### src/rtl/clk_gen_pkg.sv
// ---------------------------------------------------------------------------
// clk_gen_pkg
// Shared types and defaults for the programmable clock-period generator.
//   gen_state_e  : generator state (IDLE, HIGH, LOW)
//   *_DEFAULT    : default parameter values for counter width and reset phases
//   max1()       : clamps a zero phase length up to one cycle
// ---------------------------------------------------------------------------
package clk_gen_pkg;

  typedef enum logic [1:0] {
    IDLE = 2'd0,
    HIGH = 2'd1,
    LOW  = 2'd2
  } gen_state_e;

  localparam int CNT_W_DEFAULT    = 16;
  localparam int RST_HIGH_DEFAULT = 1;
  localparam int RST_LOW_DEFAULT  = 1;

  // A zero-length phase has no meaning, so it is treated as one cycle.
  function automatic logic [31:0] max1(input logic [31:0] x);
    return (x == 32'd0) ? 32'd1 : x;
  endfunction

endpackage

### src/rtl/clk_period_gen_if.sv
// ---------------------------------------------------------------------------
// clk_period_gen_if
// Configuration handshake for clk_period_gen.
//   cfg_valid : new configuration offered (master -> slave)
//   cfg_high  : high-phase length in clk cycles (master -> slave)
//   cfg_low   : low-phase length in clk cycles (master -> slave)
//   cfg_ready : configuration can be accepted (slave -> master)
// ---------------------------------------------------------------------------
interface clk_period_gen_if
  import clk_gen_pkg::*;
#(
  parameter int CNT_W = CNT_W_DEFAULT
) ();

  logic             cfg_valid;
  logic [CNT_W-1:0] cfg_high;
  logic [CNT_W-1:0] cfg_low;
  logic             cfg_ready;

  modport master (
    output cfg_valid,
    output cfg_high,
    output cfg_low,
    input  cfg_ready
  );

  modport slave (
    input  cfg_valid,
    input  cfg_high,
    input  cfg_low,
    output cfg_ready
  );

endinterface

### src/rtl/phase_counter.sv
// ---------------------------------------------------------------------------
// phase_counter
// Cycle counter shared by the high and low phases of clk_period_gen.
//   clk, rst_n : clock, asynchronous active-low reset (count returns to 0)
//   clr_i      : clear count to 0 (generator going idle)
//   load_i     : start a new phase, count = 1
//   inc_i      : advance count by one
//   limit_i    : length of the current phase
//   done_o     : count has reached the phase length
// ---------------------------------------------------------------------------
module phase_counter
  import clk_gen_pkg::*;
#(
  parameter int CNT_W = CNT_W_DEFAULT
) (
  input  logic             clk,
  input  logic             rst_n,
  input  logic             clr_i,
  input  logic             load_i,
  input  logic             inc_i,
  input  logic [CNT_W-1:0] limit_i,
  output logic             done_o
);

  logic [CNT_W-1:0] count_q;
  logic [CNT_W-1:0] count_d;

  // The count starts at 1 on the first cycle of a phase, so equality with the
  // limit marks the last cycle of that phase and the count never wraps.
  always_comb begin
    count_d = count_q;
    if (clr_i) begin
      count_d = '0;
    end else if (load_i) begin
      count_d = CNT_W'(1);
    end else if (inc_i) begin
      count_d = count_q + CNT_W'(1);
    end
  end

  always_ff @(posedge clk or negedge rst_n) begin
    if (!rst_n) begin
      count_q <= '0;
    end else begin
      count_q <= count_d;
    end
  end

  assign done_o = (count_q == limit_i);

endmodule

### src/rtl/clk_period_gen.sv
// ---------------------------------------------------------------------------
// clk_period_gen
// Programmable clock-period generator. clk_out is high for act_high cycles
// and low for act_low cycles of clk; new settings arrive over a valid/ready
// handshake and are only applied when a new period begins.
//   clk          : system clock
//   rst_n        : asynchronous active-low reset
//   en           : run request; dropping it lets the current period finish
//   cfg          : configuration handshake (slave side)
//   clk_out      : generated clock (registered)
//   period_start : one-cycle pulse on the first cycle of each high phase
//   active       : generator is running (not idle)
// ---------------------------------------------------------------------------
module clk_period_gen
  import clk_gen_pkg::*;
#(
  parameter int CNT_W    = CNT_W_DEFAULT,
  parameter int RST_HIGH = RST_HIGH_DEFAULT,
  parameter int RST_LOW  = RST_LOW_DEFAULT
) (
  input  logic            clk,
  input  logic            rst_n,
  input  logic            en,
  clk_period_gen_if.slave cfg,
  output logic            clk_out,
  output logic            period_start,
  output logic            active
);

  gen_state_e       state_q, state_d;
  logic             clk_out_q, period_start_q, active_q;
  logic             pend_vld_q, pend_vld_d;
  logic [CNT_W-1:0] pend_high_q, pend_high_d;
  logic [CNT_W-1:0] pend_low_q, pend_low_d;
  logic [CNT_W-1:0] act_high_q, act_high_d;
  logic [CNT_W-1:0] act_low_q, act_low_d;

  logic             cfg_ready;
  logic             accept;
  logic             boundary;
  logic             phase_change;
  logic             cnt_done;
  logic [CNT_W-1:0] cnt_limit;

  // In IDLE the pending slot may be overwritten; while running it holds one
  // configuration until the next period boundary consumes it.
  assign cfg_ready     = (state_q == IDLE) || !pend_vld_q;
  assign cfg.cfg_ready = cfg_ready;
  assign accept        = cfg.cfg_valid && cfg_ready;

  assign cnt_limit = (state_q == LOW) ? act_low_q : act_high_q;

  always_comb begin
    state_d = state_q;
    case (state_q)
      IDLE:    if (en) state_d = HIGH;
      HIGH:    if (cnt_done) state_d = LOW;
      LOW:     if (cnt_done) state_d = en ? HIGH : IDLE;
      default: state_d = IDLE;
    endcase
  end

  assign boundary     = (state_d == HIGH) && (state_q != HIGH);
  assign phase_change = (state_d != state_q);

  // The boundary consumes the pending slot as it stood before this edge; a
  // configuration accepted on the same edge refills the slot afterwards and
  // therefore waits for the following boundary.
  always_comb begin
    pend_vld_d  = pend_vld_q;
    pend_high_d = pend_high_q;
    pend_low_d  = pend_low_q;
    act_high_d  = act_high_q;
    act_low_d   = act_low_q;
    if (boundary && pend_vld_q) begin
      act_high_d = pend_high_q;
      act_low_d  = pend_low_q;
      pend_vld_d = 1'b0;
    end
    if (accept) begin
      pend_high_d = CNT_W'(max1(32'(cfg.cfg_high)));
      pend_low_d  = CNT_W'(max1(32'(cfg.cfg_low)));
      pend_vld_d  = 1'b1;
    end
  end

  // Outputs are decoded from the next state so they come straight from flops
  // and line up with the state register.
  always_ff @(posedge clk or negedge rst_n) begin
    if (!rst_n) begin
      state_q        <= IDLE;
      clk_out_q      <= 1'b0;
      period_start_q <= 1'b0;
      active_q       <= 1'b0;
      pend_vld_q     <= 1'b0;
      pend_high_q    <= '0;
      pend_low_q     <= '0;
      act_high_q     <= CNT_W'(RST_HIGH);
      act_low_q      <= CNT_W'(RST_LOW);
    end else begin
      state_q        <= state_d;
      clk_out_q      <= (state_d == HIGH);
      period_start_q <= boundary;
      active_q       <= (state_d != IDLE);
      pend_vld_q     <= pend_vld_d;
      pend_high_q    <= pend_high_d;
      pend_low_q     <= pend_low_d;
      act_high_q     <= act_high_d;
      act_low_q      <= act_low_d;
    end
  end

  // Every state change starts a fresh phase except the return to IDLE.
  phase_counter #(
    .CNT_W (CNT_W)
  ) u_phase_counter (
    .clk     (clk),
    .rst_n   (rst_n),
    .clr_i   (phase_change && (state_d == IDLE)),
    .load_i  (phase_change && (state_d != IDLE)),
    .inc_i   (!phase_change && (state_q != IDLE)),
    .limit_i (cnt_limit),
    .done_o  (cnt_done)
  );

  assign clk_out      = clk_out_q;
  assign period_start = period_start_q;
  assign active       = active_q;

endmodule

### src/flat_wrapper.sv
// flat-port wrapper written by rule: the top's interface ports become plain ports
module clk_period_gen_flat import clk_gen_pkg::*;
#(
  parameter int CNT_W    = CNT_W_DEFAULT,
  parameter int RST_HIGH = RST_HIGH_DEFAULT,
  parameter int RST_LOW  = RST_LOW_DEFAULT
)
  (clk, rst_n, en, clk_out, period_start, active, cfg_cfg_valid, cfg_cfg_high, cfg_cfg_low, cfg_cfg_ready);
  clk_period_gen_if #(.CNT_W(CNT_W)) cfg_i ();
  input  logic clk;
  input  logic rst_n;
  input  logic en;
  output logic clk_out;
  output logic period_start;
  output logic active;
  input wire logic [$bits(cfg_i.cfg_valid)-1:0] cfg_cfg_valid;
  input wire logic [$bits(cfg_i.cfg_high)-1:0] cfg_cfg_high;
  input wire logic [$bits(cfg_i.cfg_low)-1:0] cfg_cfg_low;
  output wire logic [$bits(cfg_i.cfg_ready)-1:0] cfg_cfg_ready;
  assign cfg_i.cfg_valid = cfg_cfg_valid;
  assign cfg_i.cfg_high = cfg_cfg_high;
  assign cfg_i.cfg_low = cfg_cfg_low;
  assign cfg_cfg_ready = cfg_i.cfg_ready;
  clk_period_gen #(.CNT_W(CNT_W), .RST_HIGH(RST_HIGH), .RST_LOW(RST_LOW)) u_core (.clk(clk), .rst_n(rst_n), .en(en), .cfg(cfg_i), .clk_out(clk_out), .period_start(period_start), .active(active));
endmodule
### config.mk
export PLATFORM = sky130hd
export DESIGN_NAME = clk_period_gen_flat
export DESIGN_NICKNAME = d
export VERILOG_FILES = /design/src/rtl/clk_gen_pkg.sv /design/src/rtl/clk_period_gen_if.sv /design/src/rtl/phase_counter.sv /design/src/rtl/clk_period_gen.sv /design/src/flat_wrapper.sv
export SDC_FILE = /design/constraint.sdc
export NUM_CORES = 1
export LEC_CHECK = 0
export CORE_MARGIN = 2
export CORE_UTILIZATION = 39
export CTS_BUF_LIST = sky130_fd_sc_hd__clkbuf_8
export DETAILED_ROUTE_END_ITERATION = 16
export GPL_TIMING_DRIVEN = 0
export PLACE_DENSITY = 0.66
export SYNTH_ARGS = -nofsm -noshare
export SYNTH_HDL_FRONTEND = slang
export SYNTH_HIERARCHICAL = 1
export SYNTH_SLANG_ARGS = --single-unit
### constraint.sdc
create_clock -name clk -period 4.8 [get_ports clk]
set_input_delay 0.48 -clock clk [delete_from_list [all_inputs] [get_ports clk]]
set_output_delay 0.48 -clock clk [all_outputs]
set_load 0.03 [all_outputs]
==> impl_metrics.py <==
metrics = {
    "sta": {
        "drv_slew": 0,
        "min_period_ns": 4.24,
        "setup_violations": 0,
        "tns_ns": 0,
        "report.final.hold_viol_count": 0,
        "fmax_ghz": 0.236,
        "worstMarginPinSlew_ns": 1.09,
        "max_slew_margin": 0.263,
        "rsz0062_at_grt": "no",
        "fin_skew_ns": 0.00709,
        "period_share": 0.883,
    },
    "synthesis": {
        "async_flop_share": 1.00,
        "synth-main-ff-cell": "dfrtp_1",
        "synth-compound-area-share": 0.0346,
        "yosys_warnings": 6,
        "synth-simple-area-share": 0.0995,
        "syn_nets": 341,
        "synthAdderAreaFrac": 0.00298,
        "synthMuxAreaShare": 0.264,
        "synth_xor_area_frac": 0.0563,
        "synth_seq_cells": 86,
        "synth-seq-area-share": 0.513,
        "ys_types": 43,
        "syn_area_um2": 4200,
        "syn_avg_cell_area_um2": 13.8,
        "syn_inst": 304,
        "synth-edff-count": 0,
        "synth_top_family_by_area": "multiplexers",
    },
    "power_and_ir_drop": {
        "power.leakage_nw": 2.31,
        "p_per_area_nw_per_um2": 559,
        "irDropWorstVdd_uv": 241,
    },
    "hold_path": {
        "hold_class": "in2async",
    },
    "finish": {
        "regArea_um2": 2150,
        "post-route-util": 0.480,
        "antenna_cells": 0,
        "multi_input_area_um2": 1920,
        "area_growth_pct": 18.6,
        "fin_nets": 392,
        "drive_above_1_share": 0.273,
        "fillers": 943,
    },
    "clock_tree": {
        "cts_tree": "yes",
        "post-cts-setup-buffers": 0,
        "cts_buffers": 9,
        "clk_pin_slew_ns": 0.09,
        "cts_root_buf": "clkbuf_8",
        "insertion_delay_ns": 0.36,
        "cts_resized": 0,
        "clkSinkCount": 86,
        "cts_max_level": 3,
        "clk_path_buf_depth": 2,
        "cts_hold_buf": 0,
    },
    "global_route": {
        "grt_max_degree": 68,
        "grt-ovfl-total": 0,
        "grt_pass1_vias": 2685,
        "antenna_found_initial": 0,
        "grt_pass1_wl_um": 14100,
        "grt_util_all_layers": 0.160,
    },
    "placement": {
        "gp_congestion": 0.825,
        "port_buffers": 39,
        "post-dp-hpwl_um": 6090,
    },
    "setup_path": {
        "reg2reg_to": "u_core/u_phase_counter/count_q[14]$_DFFE_PN0P_",
        "startpoint_type": "flop",
        "path_max_fanout": 10,
        "criticalPathCategory": "reg2reg",
        "crit_required_ns": 5.02,
        "end_kind": "flop",
        "worst-r2r-setup-slack_ns": 0.56,
        "worstReg2RegStart": "u_core/state_q[0]$_DFF_PN0_",
        "crit_arrival_ns": 4.46,
        "reg2reg_depth": 13,
    },
    "detailed_routing": {
        "drc": 0,
        "wirelength_um": 8420,
        "vias": 2509,
        "vias_per_cell": 5.07,
        "wl_per_cell_um": 17.0,
        "drt_pass1_iterations": 4,
        "ant_nets": 0,
        "drtIter0Drc": 53,
    },
    "floorplanning": {
        "ioPinCount": 40,
        "coreArea_um2": 10400,
        "dieArea_um2": 11600,
        "num_rows": 37,
        "die_h_um": 108,
        "initial_core_util": 0.405,
        "die_w_um": 108,
    },
    "status": {
        "status": "complete, no violations",
    },
    "flow_run": {
        "timing.max_cap.violations": 0,
    },
}
where the power goes:
part | internal, mW | total (mW) | switching [mW]
registers | 1.04 | 1.28 | 0.238
logic | 0.617 | 0.989 | 0.372
clock network | 0.253 | 0.517 | 0.264
total | 1.91 | 2.78 | 0.874
cell families (layout without fill, tap and decap cells):
| logic type | count (synthesis) | after routing |
|---|---|---|
| AO/OA/AOI/OAI | 23 | 23 |
| XOR/XNOR | 27 | 27 |
| buffers and inverters | 18 | 73 |
| multiplexers | 79 | 79 |
| AND/OR/NAND/NOR | 70 | 70 |
| adder cells (fa/ha/maj) | 1 | 1 |
| flip-flops | 86 | 86 |
placed cells by master (no fill, tap or decap), drive strengths merged, types with 2 or more instances in the layout:
cell type      Yosys  final
a21oi              9      9
or3                2      2
buf                9     11
nor2b              6      6
nor4              12     12
nor2              18     18
xor2               4      4
mux2              78     78
nand2              7      7
nand3              4      4
dfrtp             84     84
o21a               2      2
dfstp              2      2
clkbuf             4     14
nand4             10     10
nand2b             2      2
inv                5      6
nor3               7      7
xnor2             23     23
clkdlybuf4s50      0     38
clkinvlp           0      2
o21ai              5      5
cell usage after synthesis (2+ instances only):
master | count | area (um2)
a21oi_1 | 9 | 45.0
buf_4 | 2 | 15.0
buf_6 | 6 | 67.6
clkbuf_1 | 2 | 7.51
clkbuf_2 | 2 | 10.0
dfrtp_1 | 84 | 2100
dfstp_2 | 2 | 52.6
inv_1 | 4 | 15.0
mux2_1 | 19 | 214
mux2_4 | 59 | 886
nand2_1 | 6 | 22.5
nand2b_1 | 2 | 12.5
nand3_1 | 4 | 20.0
nand4_1 | 8 | 50.1
nor2_1 | 18 | 67.6
nor2b_1 | 5 | 31.3
nor3_1 | 7 | 35.0
nor4_1 | 11 | 68.8
o21a_1 | 2 | 15.0
o21ai_0 | 3 | 15.0
o21ai_1 | 2 | 10.0
xnor2_1 | 23 | 201
xor2_1 | 4 | 35.0
worst max-delay path, stage by stage (launching register included):
cell and delay [ns]:
dfrtp_1 0.45, nor2b_1 0.12, buf_2 0.25, buf_4 0.26
mux2_1 0.38, xnor2_1 0.16, nand4_1 0.15, nor4_1 0.95
o21ai_1 0.14, o21ai_1 0.27, or2_2 0.18, clkbuf_1 0.27
clkbuf_1 0.42, nor2_1 0.11
layer usage:
| metal | vias up | share of wire | track usage |
|---|---|---|---|
| li1 | 1180 | - | - |
| met1 | 1260 | 0.46 | 0.212 |
| met2 | 56 | 0.47 | 0.250 |
| met3 | 13 | 0.039 | 0.0430 |
| met4 | 0 | 0.026 | 0.0614 |
| met5 | - | 0 | 0 |
worst max path at each step:
stage,start,endpoint,cells after the start
finish,u_core/state_q[0]$_DFF_PN0_,u_core/u_phase_counter/count_q[14]$_DFFE_PN0P_,13
CTS,u_core/state_q[0]$_DFF_PN0_,u_core/u_phase_counter/count_q[14]$_DFFE_PN0P_,13
global route,u_core/state_q[1]$_DFF_PN0_,u_core/u_phase_counter/count_q[14]$_DFFE_PN0P_,13
floorplan,u_core/state_q[0]$_DFF_PN0_,u_core/u_phase_counter/count_q[13]$_DFFE_PN0P_,13
global placement,rst_n,u_core/pend_low_q[3]$_DFFE_PN0P_,1
detailed placement,u_core/state_q[0]$_DFF_PN0_,u_core/u_phase_counter/count_q[14]$_DFFE_PN0P_,13
through the flow:
| step | std cells | instance area [um2] | hold slack [ns] | worst slack [ns] | total power [mW] |
|---|---|---|---|---|---|
| after global placement | 479 | 4760 | 0.472 | 0.159 | 2.24 |
| after floorplan | 304 | 4200 | 0.184 | 1.45 | 2.02 |
| final | 495 | 4980 | 0.00608 | 0.562 | 2.78 |
| after global routing | 495 | 4980 | 0.0120 | 0.0939 | 2.96 |
| after detailed placement | 480 | 4790 | 0.393 | 0.588 | 2.28 |
| after CTS | 495 | 4980 | 0.00853 | 0.554 | 2.80 |
final cells by class:
| cell class | instances | share of cell area |
|---|---|---|
| Inverter | 5 | 0.00377 |
| Clock inverter | 5 | 0.0118 |
| Buffer | 13 | 0.0211 |
| Clock buffer | 10 | 0.0276 |
| Multi-Input combinational cell | 200 | 0.386 |
| Sequential cell | 86 | 0.432 |
| Tap cell | 136 | 0.0342 |
| Timing Repair Buffer | 40 | 0.0834 |
flip-flops by register name, summed over array words and instances, names as in the netlist:
name / flops
u_core/pend_vld_q: 1
u_core/state_q: 2
u_core/active: 1
u_core/pend_low_q: 16
u_core/clk_out: 1
u_core/pend_high_q: 16
u_core/act_low_q: 16
u_core/period_start: 1
u_core/act_high_q: 16
u_core/u_phase_counter/count_q: 16
(Power assumes the default switching activity.)
